`src/rtl/array_rf_sched.sv`:
```
// Refresh scheduler: interval ticker, postponed-refresh debt counter and a
// request/start/wait handshake toward the array arbiter and refresh sequencer.
module array_rf_sched #(
    parameter int TREFI_WIDTH = 16,
    parameter int DEBT_MAX    = 8,
    parameter int URGENT_TH   = 6
) (
    input  logic                   clk,
    input  logic                   rst,
    input  logic                   rf_en,
    input  logic [TREFI_WIDTH-1:0] array_tREFI,
    output logic                   rf_req,
    input  logic                   rf_gnt,
    output logic                   rf_urgent,
    output logic                   array_rf_start,
    input  logic                   array_rf_done,
    output logic                   rf_busy,
    output logic [3:0]             rf_debt,
    output logic                   rf_overflow
);

    typedef enum logic [1:0] {
        ST_IDLE  = 2'd0,
        ST_REQ   = 2'd1,
        ST_START = 2'd2,
        ST_WAIT  = 2'd3
    } state_t;

    localparam logic [TREFI_WIDTH-1:0] L_ONE      = TREFI_WIDTH'(1);
    localparam logic [TREFI_WIDTH-1:0] L_ZERO     = '0;
    localparam logic [3:0]             L_DEBT_MAX = 4'(DEBT_MAX);
    localparam logic [3:0]             L_URGENT   = 4'(URGENT_TH);

    state_t                 r_state;
    state_t                 w_state_nxt;
    logic [TREFI_WIDTH-1:0] r_cnt;
    logic [TREFI_WIDTH-1:0] w_reload;
    logic [3:0]             r_debt;
    logic [3:0]             w_debt_nxt;
    logic                   r_ovf;
    logic                   w_ovf_set;
    logic                   w_tick;
    logic                   w_done_acc;

    // A zero interval reloads to all-ones but never ticks.
    assign w_reload   = array_tREFI - L_ONE;
    assign w_tick     = rf_en && (r_cnt == L_ZERO) && (array_tREFI != L_ZERO);
    assign w_done_acc = (r_state == ST_WAIT) && array_rf_done;

    always_ff @(posedge clk or posedge rst) begin
        if (rst) begin
            r_cnt <= L_ZERO;
        end else if (!rf_en || (r_cnt == L_ZERO)) begin
            r_cnt <= w_reload;
        end else begin
            r_cnt <= r_cnt - L_ONE;
        end
    end

    always_comb begin
        w_debt_nxt = r_debt;
        w_ovf_set  = 1'b0;
        if (w_tick && !w_done_acc) begin
            if (r_debt == L_DEBT_MAX) begin
                w_ovf_set = 1'b1;
            end else begin
                w_debt_nxt = r_debt + 4'd1;
            end
        end else if (!w_tick && w_done_acc && (r_debt != 4'd0)) begin
            w_debt_nxt = r_debt - 4'd1;
        end
    end

    always_ff @(posedge clk or posedge rst) begin
        if (rst) begin
            r_debt <= 4'd0;
            r_ovf  <= 1'b0;
        end else begin
            r_debt <= w_debt_nxt;
            r_ovf  <= r_ovf | w_ovf_set;
        end
    end

    always_ff @(posedge clk or posedge rst) begin
        if (rst) begin
            r_state <= ST_IDLE;
        end else begin
            r_state <= w_state_nxt;
        end
    end

    // Dropping rf_en only abandons a pending request; a started sequence runs to done.
    always_comb begin
        w_state_nxt = r_state;
        case (r_state)
            ST_IDLE:  if (rf_en && (r_debt != 4'd0)) w_state_nxt = ST_REQ;
            ST_REQ: begin
                if (!rf_en) begin
                    w_state_nxt = ST_IDLE;
                end else if (rf_gnt) begin
                    w_state_nxt = ST_START;
                end
            end
            ST_START: w_state_nxt = ST_WAIT;
            ST_WAIT:  if (array_rf_done) w_state_nxt = ST_IDLE;
            default:  w_state_nxt = ST_IDLE;
        endcase
    end

    assign rf_req         = (r_state == ST_REQ);
    assign array_rf_start = (r_state == ST_START);
    assign rf_busy        = (r_state == ST_START) || (r_state == ST_WAIT);
    assign rf_urgent      = (r_debt >= L_URGENT);
    assign rf_debt        = r_debt;
    assign rf_overflow    = r_ovf;

endmodule

```
`config.mk`:
```
export PLATFORM = sky130hd
export DESIGN_NAME = array_rf_sched
export DESIGN_NICKNAME = d
export VERILOG_FILES = /design/src/rtl/array_rf_sched.sv
export SDC_FILE = /design/constraint.sdc
export NUM_CORES = 1
export LEC_CHECK = 0
export BUFFER_PORTS_ARGS = -buffer_cell sky130_fd_sc_hd__buf_2
export CAP_MARGIN = 20
export CORE_AREA = 2 2 55 67
export CTS_CLUSTER_SIZE = 28
export DETAILED_ROUTE_END_ITERATION = 8
export DIE_AREA = 0 0 57 69
export GPL_TIMING_DRIVEN = 0
export PLACE_DENSITY = 0.76
export SETUP_SLACK_MARGIN = 0.2
export SLEW_MARGIN = 10
export SYNTH_ARGS = -nofsm -noshare
export SYNTH_HDL_FRONTEND = slang
export SYNTH_SLANG_ARGS = --single-unit
```
`constraint.sdc`:
```
create_clock -name clk -period 5.3 [get_ports clk]
set_input_delay 0.53 -clock clk [delete_from_list [all_inputs] [get_ports clk]]
set_output_delay 0.53 -clock clk [all_outputs]
set_load 0.01 [all_outputs]
```
# ---- After elaboration in Yosys (flattened, before gate mapping)
# Index checks and enable logic that the tools add are counted.
dict set report totals {
  latchBits 0
  elab_cells 48
  input_bits 21
  rom_bits 0
  memories 0
  reg_bits 23
  mem_bits_rw 0
}
dict set report classes {
  n_shift 0
  addsub 4
  magnitude_cmp 1
  n_mux 11
  n_eq_ne 8
  bitwise_logic 1
  reduce_logical 19
  multipliers 0
  div 0
}
# operator count
set op_table {}
lappend op_table {{subtractor 16 x 1 -> 16 bit (second input constant)} 2}
lappend op_table {{logical NOT 16 bit} 1}
lappend op_table {{2-to-1 mux 16 bit} 1}
lappend op_table {{nonzero test 16 bit} 1}
lappend op_table {{2-to-1 mux 4 bit} 3}
lappend op_table {{2-to-1 mux 2 bit} 4}
lappend op_table {{case mux 2 bit (4 select lines)} 1}
lappend op_table {{logical AND 1 bit} 7}
lappend op_table {{!= test 2 bit (second input constant)} 3}
lappend op_table {{adder 4 x 1 -> 4 bit (second input constant)} 1}
lappend op_table {{equality test 2 bit (second input constant)} 2}
lappend op_table {{equality test 4 bit (second input constant)} 1}
lappend op_table {{greater-or-equal comparator 4 x 3 -> 1 bit (second input constant)} 1}
lappend op_table {{nonzero test 4 bit} 1}
lappend op_table {{subtractor 4 x 1 -> 4 bit (second input constant)} 1}
lappend op_table {{logical NOT 1 bit} 3}
lappend op_table {{!= test 3 x 2 -> 1 bit (second input constant)} 1}
lappend op_table {{AND reduction 3 bit} 1}
lappend op_table {{equality test 2 x 1 -> 1 bit (second input constant)} 1}
lappend op_table {{logical NOT 2 bit} 1}
lappend op_table {{logical OR 1 bit} 2}
lappend op_table {{2-to-1 mux 1 bit} 2}
lappend op_table {{AND reduction 2 bit} 1}
lappend op_table {{nonzero test 2 bit} 1}
lappend op_table {{OR 1 bit} 1}

# ---- Depth between registers and ports, before layout
# Gate-level depths: netlist (run 1).
dict set report depth {
  word_depth 8
  depth_mapped 13
  ltp_nobuf 10
}

# ---- Worst setup path after synthesis (run 1)
# Ideal clock, no wire load.
dict set report synth_path {
  path_type {register to register}
  start {reg r_cnt[13]}
  end {reg r_cnt[10]}
  setup_ns 0.131
  slack_ns 1.413
  period_less_slack_ns 3.887
  t_arrival_ns 3.756
  path_stages_with_launch 14
  path_cell_list {dfrtp_1 -> or4_1 -> buf_2 -> o41ai_2 -> buf_2 -> mux2i_1 -> ha_1 -> or3b_2 -> or3_1 -> clkbuf_1 -> o31ai_1 -> o21ai_0 -> nand2_1 -> o21ai_1}
}
dict set report synth_between {
  elab_chain_cells 3
}
# element line_no
set synth_rtl {}
lappend synth_rtl {{start, declared} 36} ;# logic [TREFI_WIDTH-1:0] r_cnt;
lappend synth_rtl {{start signal, assigned} 54} ;# r_cnt <= w_reload;
lappend synth_rtl {{start signal, assigned} 56} ;# r_cnt <= r_cnt - L_ONE;
lappend synth_rtl {{logical NOT 16 bit} 53} ;# end else if (!rf_en || (r_cnt == L_ZERO)) begin
lappend synth_rtl {{logical OR 1 bit} 53}
lappend synth_rtl {{2-to-1 mux 16 bit} 53}
# Every way passes these cells.
# A chain may end at the register's enable or synchronous reset.

# ---- Final worst setup path (run 1)
# Ends and elaborated chain as after synthesis.

==> out/metrics.yaml, run 1 <==
grt:
  grt_max_degree: 24
  grt_overflow: 0
  grt_pass1_vias: 1560
  antenna_found_initial: 0
  gr-usage-all-layers: 0.218
  grt_pass1_wl_um: 6940
finish:
  fin_cells: 264
  post-route-util: 0.599
  drive_above_1_share: 0.185
  fin_nets: 253
  syn2layout_area_growth_pct: 13.7
  diodes: 0
synth:
  ys_async_sr_fraction: 1.00
  yosys.area.top_type: "dfrtp_1"
  ys_ff_latch: 23
  ys_seq_area_frac: 0.333
  synthesis.area_um2: 1730
  synth_top_area_frac: 0.333
  ys_types: 49
  postSynthCellCount: 194
  syn_avg_cell_area_um2: 8.91
  synth_area_leaders: "dfrtp_1 (33%), xnor2_1 (8.1%), mux2i_1 (5.8%)"
  syn_nets: 219
  synth_edf_count: 0
  yosysWarnings: 0
  synth_top_flop_cell: "dfrtp_1"
sta:
  slew_viol_final: 0
  fmax_mhz: 226
  fin_crit_sh: 0.835
  clock_skew_ps: 2.38
  final.min_clock_period_ps: 4430
  setup_violations: 0
  hold_viol: 0
  finalSetupTns_ps: 0
  worst_pin_slew_ps: 917
  max_slew_margin: 0.388
  rsz0062_at_grt: "false"
clocking:
  cts-root-buf: "clkbuf_8"
  post-cts-setup-buffers: 0
  htreeDepth: 1
  cts-buffers-inserted: 3
  clock_latency_ps: 270
  tritoncts: "done"
  post_cts_resized: 0
  hold_buffers: 0
  cts.sinks: 23
  path_clk_slew_ps: 80
  clockBufferDepth: 2
outcome:
  outcome: "complete, no violations"
floorplan:
  dieArea_um2: 3930
  die_w_um: 57
  start_util: 0.527
  die_h_um: 69
  io_pins: 30
  row_count: 23
  core_um2: 3280
power_and_ir_drop:
  leakage_nw: 0.779
  internal_power_mw: 0.392
  total_power_mw: 0.644
  power_frac_seq: 0.430
  peakVddDrop_mv: 0.272
  pwr-share-comb: 0.394
  swShare: 0.392
  p_per_area_nw_per_um2: 328
  p_sw_mw: 0.252
  clock_power_share: 0.176
route:
  detail_route.wl_per_cell_um: 15.1
  drt_pass1_iterations: 4
  detail_route.drc_violations: 0
  routed_wl_um: 3990
  drt-vias-per-instance: 6.12
  first_iter_violations: 66
  antenna_left: 0
  vias: 1616
placed_design:
  dp.cells: 260
  place_congestion: 0.858
  port_buffers: 29
  hpwl_um: 3090
worst_setup_path:
  critPathMaxFanout: 10
  endpoint_kind: "register"
  required_ps: 5450
  r2r_cells: 13
  r2r_setup_slack_ps: 870
  timing.rr.end: "r_cnt[10]"
  worst_r2r_startpoint: "r_cnt[13]"
  crit_path_end: "r_cnt[10]"
  cp-start-kind: "register"
  criticalPathCategory: "register to register"
  cp.arrival_ps: 4570
  critPathLaunch: "r_cnt[13]"
run:
  maxCapViolCount: 0
min_path:
  hp-class: "primary input to async pin"
## cell usage in the layout (no fill, tap or decap), types with 4 or more instances in the layout
| cell type | synthesis | layout |
|---|---|---|
| o21ai_0 | 4 | 4 |
| buf_2 | 2 | 31 |
| a21oi_1 | 10 | 10 |
| or3_1 | 8 | 8 |
| nor2_1 | 18 | 18 |
| or4_1 | 6 | 6 |
| nand2_1 | 15 | 15 |
| xor2_1 | 7 | 7 |
| nor4_1 | 6 | 6 |
| mux2i_1 | 10 | 10 |
| nor3_1 | 13 | 13 |
| dfrtp_1 | 23 | 23 |
| nand3_1 | 5 | 5 |
| clkbuf_1 | 4 | 5 |
| xnor2_1 | 16 | 16 |
## power by group through the flow
| stage | Combinational (mW) | Sequential (mW) | Clock [mW] |
|---|---|---|---|
| after CTS | 0.255 | 0.277 | 0.115 |
| after global routing | 0.286 | 0.285 | 0.123 |
| after detailed placement | 0.254 | 0.281 | 0 |
| after global placement | 0.247 | 0.278 | 0 |
| after floorplan | 0.176 | 0.273 | 0 |
| final | 0.254 | 0.277 | 0.113 |
## through the flow
stage	setup slack, ps	hold WS [ps]	cell area (um^2)
final	874	447	1970
after global placement	892	444	1920
after detailed placement	841	451	1920
after floorplan	1410	491	1730
after global routing	512	493	1970
after CTS	830	470	1970
## worst max-delay path: stages, from the launching register on
cell and delay (ps):
dfrtp_1 430, or4_1 510, buf_2 160, o41ai_2 790
buf_2 420, mux2i_1 280, ha_1 240, or3b_2 510
or3_1 350, clkbuf_1 170, o31ai_1 190, o21ai_0 110
nand2_1 90, o21ai_1 60
## cell usage after synthesis (all sizes together) (2+ instances only)
library cell	n
xor2	7
nand2	16
buf	3
a21o	3
mux2i	10
o32ai	2
nor2b	3
inv	3
or2	2
clkbuf	4
o41ai	2
nor4	6
nand3	5
nor2	18
ha	3
a211o	3
o2bb2ai	2
a211oi	2
nor3	13
xnor2	16
a21oi	10
or4	7
a311oi	2
or3	8
dfrtp	23
o21ai	5
## worst min-delay path by stage
stage	from	endpoint	depth (start not counted)
after global placement	rf_overflow	rf_overflow	1
after floorplan	r_cnt[0]	r_cnt[0]	1
after global routing	rf_overflow	rf_overflow	1
after CTS	rf_overflow	rf_overflow	1
after detailed placement	rf_overflow	rf_overflow	1
final	rst	r_state[0]	2
## flip-flops by register name (all words and copies together) (netlist names), named ones only
name and flops:
rf_overflow 1, r_state 1, rf_debt 4, r_cnt 16
## metal layers
metal  up-vias  global-route usage  share of wire
met5         -                   0              0
met4         0              0.0879          0.020
met3         9              0.0263          0.050
met2        50               0.382           0.50
met1       771               0.266           0.42
li1        786                   -              -
## final cells by class
cell class | instances | area [um^2]
multi-input combinational | 161 | 1110
sequential | 23 | 576
buffer | 7 | 36.3
timing repair buffer | 29 | 145
inverter | 3 | 11.3
fill | 319 | 1320
tap | 37 | 46.3
clock buffer | 4 | 45.0
## logic make-up (layout without fill, tap and decap cells)
logic type | after synthesis | in the layout | synth area share
AO/OA/AOI/OAI | 40 | 40 | 0.176
XOR/XNOR | 23 | 23 | 0.116
adder cells (fa/ha/maj) | 4 | 4 | 0.0333
buffers and inverters | 10 | 43 | 0.0275
flip-flops | 23 | 23 | 0.333
multiplexers | 11 | 11 | 0.0644
AND/OR/NAND/NOR | 83 | 83 | 0.250
Power figures use the tool's default switching activity.
==> run 2: changes to the inputs <==
CORE_AREA = 2 2 57 70   (was 2 2 55 67)
DIE_AREA = 0 0 59 72   (was 0 0 57 69)
PLACE_DENSITY = 0.73   (was 0.76)
clock period = 3.7 ns   (was 5.3 ns; I/O delays follow)
==> out/metrics.yaml, run 2 (synthesis results as in run 1) <==
sta:
  fin_crit_sh: 0.933  # +0.0982
  worst_pin_slew_ps: 931  # +14.2 ps
  rsz0062_at_grt: "true"
  finalSetupTns_ps: 0  # unchanged
  final.min_clock_period_ps: 3450  # -973 ps
  slew_viol_final: 0  # unchanged
  fmax_mhz: 290  # +28%
  setup_violations: 0  # unchanged
  max_slew_margin: 0.379  # -0.00947
  clock_skew_ps: 2.86  # +0.484 ps
  hold_viol: 0  # unchanged
clocking:
  tritoncts: "done"
  clock_latency_ps: 280  # about the same
  cts.sinks: 23  # unchanged
  hold_buffers: 0  # unchanged
  htreeDepth: 1  # unchanged
  clockBufferDepth: 2  # unchanged
  cts-buffers-inserted: 3  # unchanged
  cts-root-buf: "clkbuf_8"
  path_clk_slew_ps: 90  # about the same
route:
  vias: 1699  # +5.1%
  highest_layer: "met4"
  met2_length_um: 2190  # +8.7%
  detail_route.wl_per_cell_um: 15.8  # +4.4%
  first_iter_violations: 100  # +52%
  routed_wl_um: 4470  # +12%
  drt_pass1_iterations: 4  # unchanged
  antenna_left: 0  # unchanged
  dr_wl_met3_um: 216  # +7.5%
  detail_route.drc_violations: 0  # unchanged
  drt-vias-per-instance: 6.00  # -1.9%
  routedLengthMet1_um: 1980  # +17%
placed_design:
  hpwl_um: 3080  # -0.31%
  place_congestion: 0.848  # -1.2%
  port_buffers: 29  # unchanged
grt:
  gr-usage-all-layers: 0.222  # +0.00350
  grt_pass1_wl_um: 7260  # +4.6%
  grt_pass1_vias: 1507  # -3.4%
  antenna_found_initial: 0  # unchanged
  grt_overflow: 0  # unchanged
  grt_max_degree: 24  # unchanged
worst_setup_path:
  criticalPathCategory: "register to register"
  cp-start-kind: "register"
  r2r_cells: 12  # -1
  required_ps: 3860  # -1590 ps
  cp.arrival_ps: 3610  # -960 ps
  endpoint_kind: "register"
  critPathMaxFanout: 5  # -5
finish:
  layout_commonest_cell: "buf_2"
  largest_reg_flops: 16  # unchanged
  drive_above_1_share: 0.299  # +0.114
  regMostFlops: "r_cnt"
  final_cell_mix: "buf_2 (29), dfrtp_1 (20), nor2_1 (18), buf_4 (17), xnor2_1 (16)"
  syn2layout_area_growth_pct: 26.3
  fill_cells: 308  # -3.4%
  diodes: 0  # unchanged
  fin_nets: 270  # +6.7%
floorplan:
  start_util: 0.488  # -0.0391
  core_um2: 3540  # +8.0%
  row_count: 24  # +4.3%
  io_pins: 30  # unchanged
  die_w_um: 59  # +3.5%
  die_h_um: 72  # +4.3%
  dieArea_um2: 4250  # +8.0%
power_and_ir_drop:
  power_frac_seq: 0.407  # -0.023
  internal_power_mw: 0.588  # +50%
  pwr-share-comb: 0.415  # +0.021
  total_power_mw: 0.980  # +52%
  swShare: 0.399  # +0.00778
  p_per_area_nw_per_um2: 449  # +37%
  leakage_nw: 0.895  # +15%
  peakVddDrop_mv: 0.219  # -20%
  p_sw_mw: 0.391  # +55%
  clock_power_share: 0.179  # +0.003
outcome:
  outcome: "complete, no violations"
min_path:
  hp-class: "primary input to async pin"
run:
  maxCapViolCount: 0  # unchanged
-- run 2: cell count changes in the layout (fill, tap and decap cells not counted), moves of 2 or more --
cell      before  now
or4_4          1    4
clkbuf_1       5    3
dfrtp_2        0    3
buf_2         31   29
or4_1          6    3
dfrtp_1       23   20
buf_4          0   17
buf_6          1    3
-- run 2: timing repair --
action,CTS,global route
cloned,0,0
buffers inserted,10,7
pin swaps,3,4
endpoints found under the setup margin,4,6
gates resized for setup,8,6
-- run 2: final timing paths --
path	startpoint	end	slack (ps)
setup reg to reg	r_cnt[0]	r_cnt[10]	250
hold / removal	rst	r_state[0]	280
setup / recovery	r_cnt[0]	r_cnt[10]	250
max in group asynchronous	rst	r_cnt[0]	2790
min in group clk	rf_gnt	register	360
hold reg to reg	rf_overflow	rf_overflow	470
-- run 2: area by class of cell --
| class | count | area, um^2 | share of cell area |
|---|---|---|---|
| timing repair buffer | 46 | 273 | 0.125 |
| clock inverter | 1 | 5.00 | 0.00229 |
| tap | 39 | 48.8 | 0.0223 |
| multi-input combinational | 161 | 1170 | 0.534 |
| buffer | 7 | 60.1 | 0.0275 |
| clock buffer | 3 | 41.3 | 0.0189 |
| sequential | 23 | 579 | 0.265 |
| inverter | 3 | 11.3 | 0.00515 |
-- run 2: routing by layer --
| metal | up-vias | track usage |
|---|---|---|
| met5 | - | 0 |
| met4 | 0 | 0.0808 |
| met3 | 7 | 0.0267 |
| met2 | 51 | 0.365 |
| met1 | 816 | 0.297 |
| li1 | 825 | - |
-- run 2: critical path, cell delays in order, from the launching register on --
cell and delay (ps):
dfrtp_2 430, or4_4 590, o41ai_4 430, buf_6 180
mux2i_4 220, ha_2 200, or3b_4 380, or3_4 350
buf_8 140, o31ai_2 160, o21ai_1 90, nand2_1 80
o21ai_1 70
-- run 2: power by group through the flow --
stage	Combinational (mW)	Sequential, mW	Clock [mW]
4_1_cts	0.390	0.397	0.173
2_1_floorplan	0.258	0.393	0
5_1_grt	0.456	0.410	0.182
3_5_place_dp	0.370	0.401	0
3_3_place_gp	0.362	0.400	0
6_report	0.406	0.399	0.175
-- run 2: metrics by stage --
step | instances | hold WS (ps) | cell area [um^2] | util | setup slack, ps
3_3_place_gp | 262 | 442 | 1960 | 0.553 | -196
2_1_floorplan | 194 | 372 | 1760 | - | 215
6_report | 283 | 277 | 2180 | 0.617 | 246
3_5_place_dp | 262 | 451 | 1960 | 0.553 | -224
4_1_cts | 276 | 323 | 2120 | 0.597 | 202
5_1_grt | 283 | 372 | 2180 | 0.617 | 141
==> run 3: changes to the inputs <==
RECOVER_POWER = 25   (was default)
clock period = 2.8 ns   (was 3.7 ns; I/O delays follow)
==> out/metrics.yaml, run 3 (synthesis results as in run 1) <==
clocking:
  clock_latency_ps: 260  # -20 ps
  tritoncts: "done"
  cts.sinks: 23  # unchanged
  clockBufferDepth: 2  # unchanged
  htreeDepth: 1  # unchanged
  cts-buffers-inserted: 3  # unchanged
  path_clk_slew_ps: 80  # about the same
  hold_buffers: 0  # unchanged
  cts-root-buf: "clkbuf_8"
worst_setup_path:
  critPathMaxFanout: 6  # +1
  required_ps: 2930  # -930 ps
  criticalPathCategory: "register to register"
  endpoint_kind: "register"
  cp.arrival_ps: 3570  # -40 ps
  cp-start-kind: "register"
finish:
  largest_reg_flops: 16  # unchanged
  post-route-util: 0.667  # +0.0501
  final_area_um2: 2360  # +8.1%
  regMostFlops: "r_cnt"
  fill_cells: 282  # -8.4%
  fin_nets: 274  # +1.5%
  final_cell_mix: "buf_2 (29), dfrtp_1 (22), buf_4 (18), nor2_1 (17), nand2_1 (15)"
  drive_above_1_share: 0.367  # +0.0678
  diodes: 0  # unchanged
  layout_commonest_cell: "buf_2"
  syn2layout_area_growth_pct: 36.6
outcome:
  outcome: "complete, but fails checks"
  failed_checks: "negative setup slack"
sta:
  fmax_mhz: 291  # +0.40%
  clock_skew_ps: 1.49  # -1.37 ps
  fin_ws_ps: -640  # -886 ps
  fin_crit_sh: 1.23  # +0.295
  final.min_clock_period_ps: 3440  # -13.7 ps
  setup_violations: 9  # +9
  worst_pin_slew_ps: 899  # -32.4 ps
  max_slew_margin: 0.400  # +0.0216
  slew_viol_final: 0  # unchanged
  hold_viol: 0  # unchanged
  rsz0062_at_grt: "true"
floorplan:
  core_um2: 3540  # unchanged
  row_count: 24  # unchanged
  io_pins: 30  # unchanged
  dieArea_um2: 4250  # unchanged
  start_util: 0.488  # unchanged
  die_h_um: 72  # unchanged
  die_w_um: 59  # unchanged
grt:
  grt_overflow: 0  # unchanged
  grt_pass1_vias: 1690  # +12%
  grt_max_degree: 24  # unchanged
  gr-usage-all-layers: 0.225  # +0.00290
  grt_pass1_wl_um: 7570  # +4.3%
  antenna_found_initial: 0  # unchanged
route:
  drt-vias-per-instance: 5.99  # -0.17%
  detail_route.drc_violations: 0  # unchanged
  vias: 1720  # +1.2%
  drt_pass1_iterations: 4  # unchanged
  routed_wl_um: 4600  # +3.0%
  detail_route.wl_per_cell_um: 16.0  # +1.5%
  antenna_left: 0  # unchanged
  first_iter_violations: 75  # -25%
power_and_ir_drop:
  leakage_nw: 0.938  # +4.8%
  peakVddDrop_mv: 0.402  # +84%
  p_per_area_nw_per_um2: 565  # +26%
min_path:
  hp-class: "primary input to async pin"
placed_design:
  placed_area_um2: 1980  # +1.1%
  port_buffers: 29  # unchanged
  place_congestion: 0.898  # +5.9%
  hpwl_um: 3150  # +2.5%
run:
  maxCapViolCount: 0  # unchanged
run 3: changes by cell type in the layout (fill, tap and decap cells not counted), sizes merged:
cell    change
buf         +4
clkbuf      +1
clkinv      -1
run 3: final timing paths:
check	from	end	slack [ps]	cells past startpoint
worst min register to register	rf_overflow	rf_overflow	460	1
min in group clk	array_tREFI[0]	r_cnt[0]	250	2
worst max-delay path	r_cnt[8]	r_cnt[10]	-640	12
max in group asynchronous	rst	r_cnt[8]	1990	2
worst max register to register	r_cnt[8]	r_cnt[10]	-640	12
worst min-delay path	rst	rf_debt[3]	200	2
run 3: area by class of cell:
class	instances	area [um^2]	share of cell area
multi-input cells	161	1310	0.553
inverters	3	11.3	0.00477
well taps	39	48.8	0.0207
clock buffers	4	45.0	0.0191
flip-flops and latches	23	577	0.244
repair buffers	50	314	0.133
plain buffers	7	60.1	0.0254
run 3: worst max-delay path, cell delays in order, from the launching register on:
cell     delay (ps)
dfrtp_2         450
or4_4           550
o41ai_4         440
buf_6           190
mux2i_4         220
ha_2            190
or3b_4          390
or3_4           350
buf_8           140
o31ai_4         150
o21ai_1          90
nand2_1          80
o21ai_1          60
run 3: repair_timing:
action                                  in CTS  in global routing
endpoints found under the setup margin       9                 14
cloned                                       0                  0
setup buffers                               12                  9
pin swaps                                    8                 22
endpoints found under the hold margin        0                  0
gates resized for setup                     18                 17
run 3: report_power, final:
| group | switching [mW] | internal, mW |
|---|---|---|
| combinational | 0.296 | 0.303 |
| clock | 0.102 | 0.101 |
| sequential | 0.124 | 0.410 |
run 3: stage by stage:
stage                     power (mW)  setup WS (ps)  hold WS, ps  std cells  TNS (ps)
final                           1.34           -640          205        287     -3900
after global routing            1.44           -748          262        287     -4860
after CTS                       1.29           -686          237        278     -4110
after detailed placement        1.03          -1060          450        262     -6300
after global placement          1.02          -1060          444        262     -6310
after floorplan                0.869           -653          282        194     -3360
run 3: per-layer routing:
layer	track usage	up-vias	wire, um
met5	0	-	0
li1	-	833	-
met3	0.0321	8	197
met1	0.290	829	1890
met4	0.0707	0	55
met2	0.384	50	2460
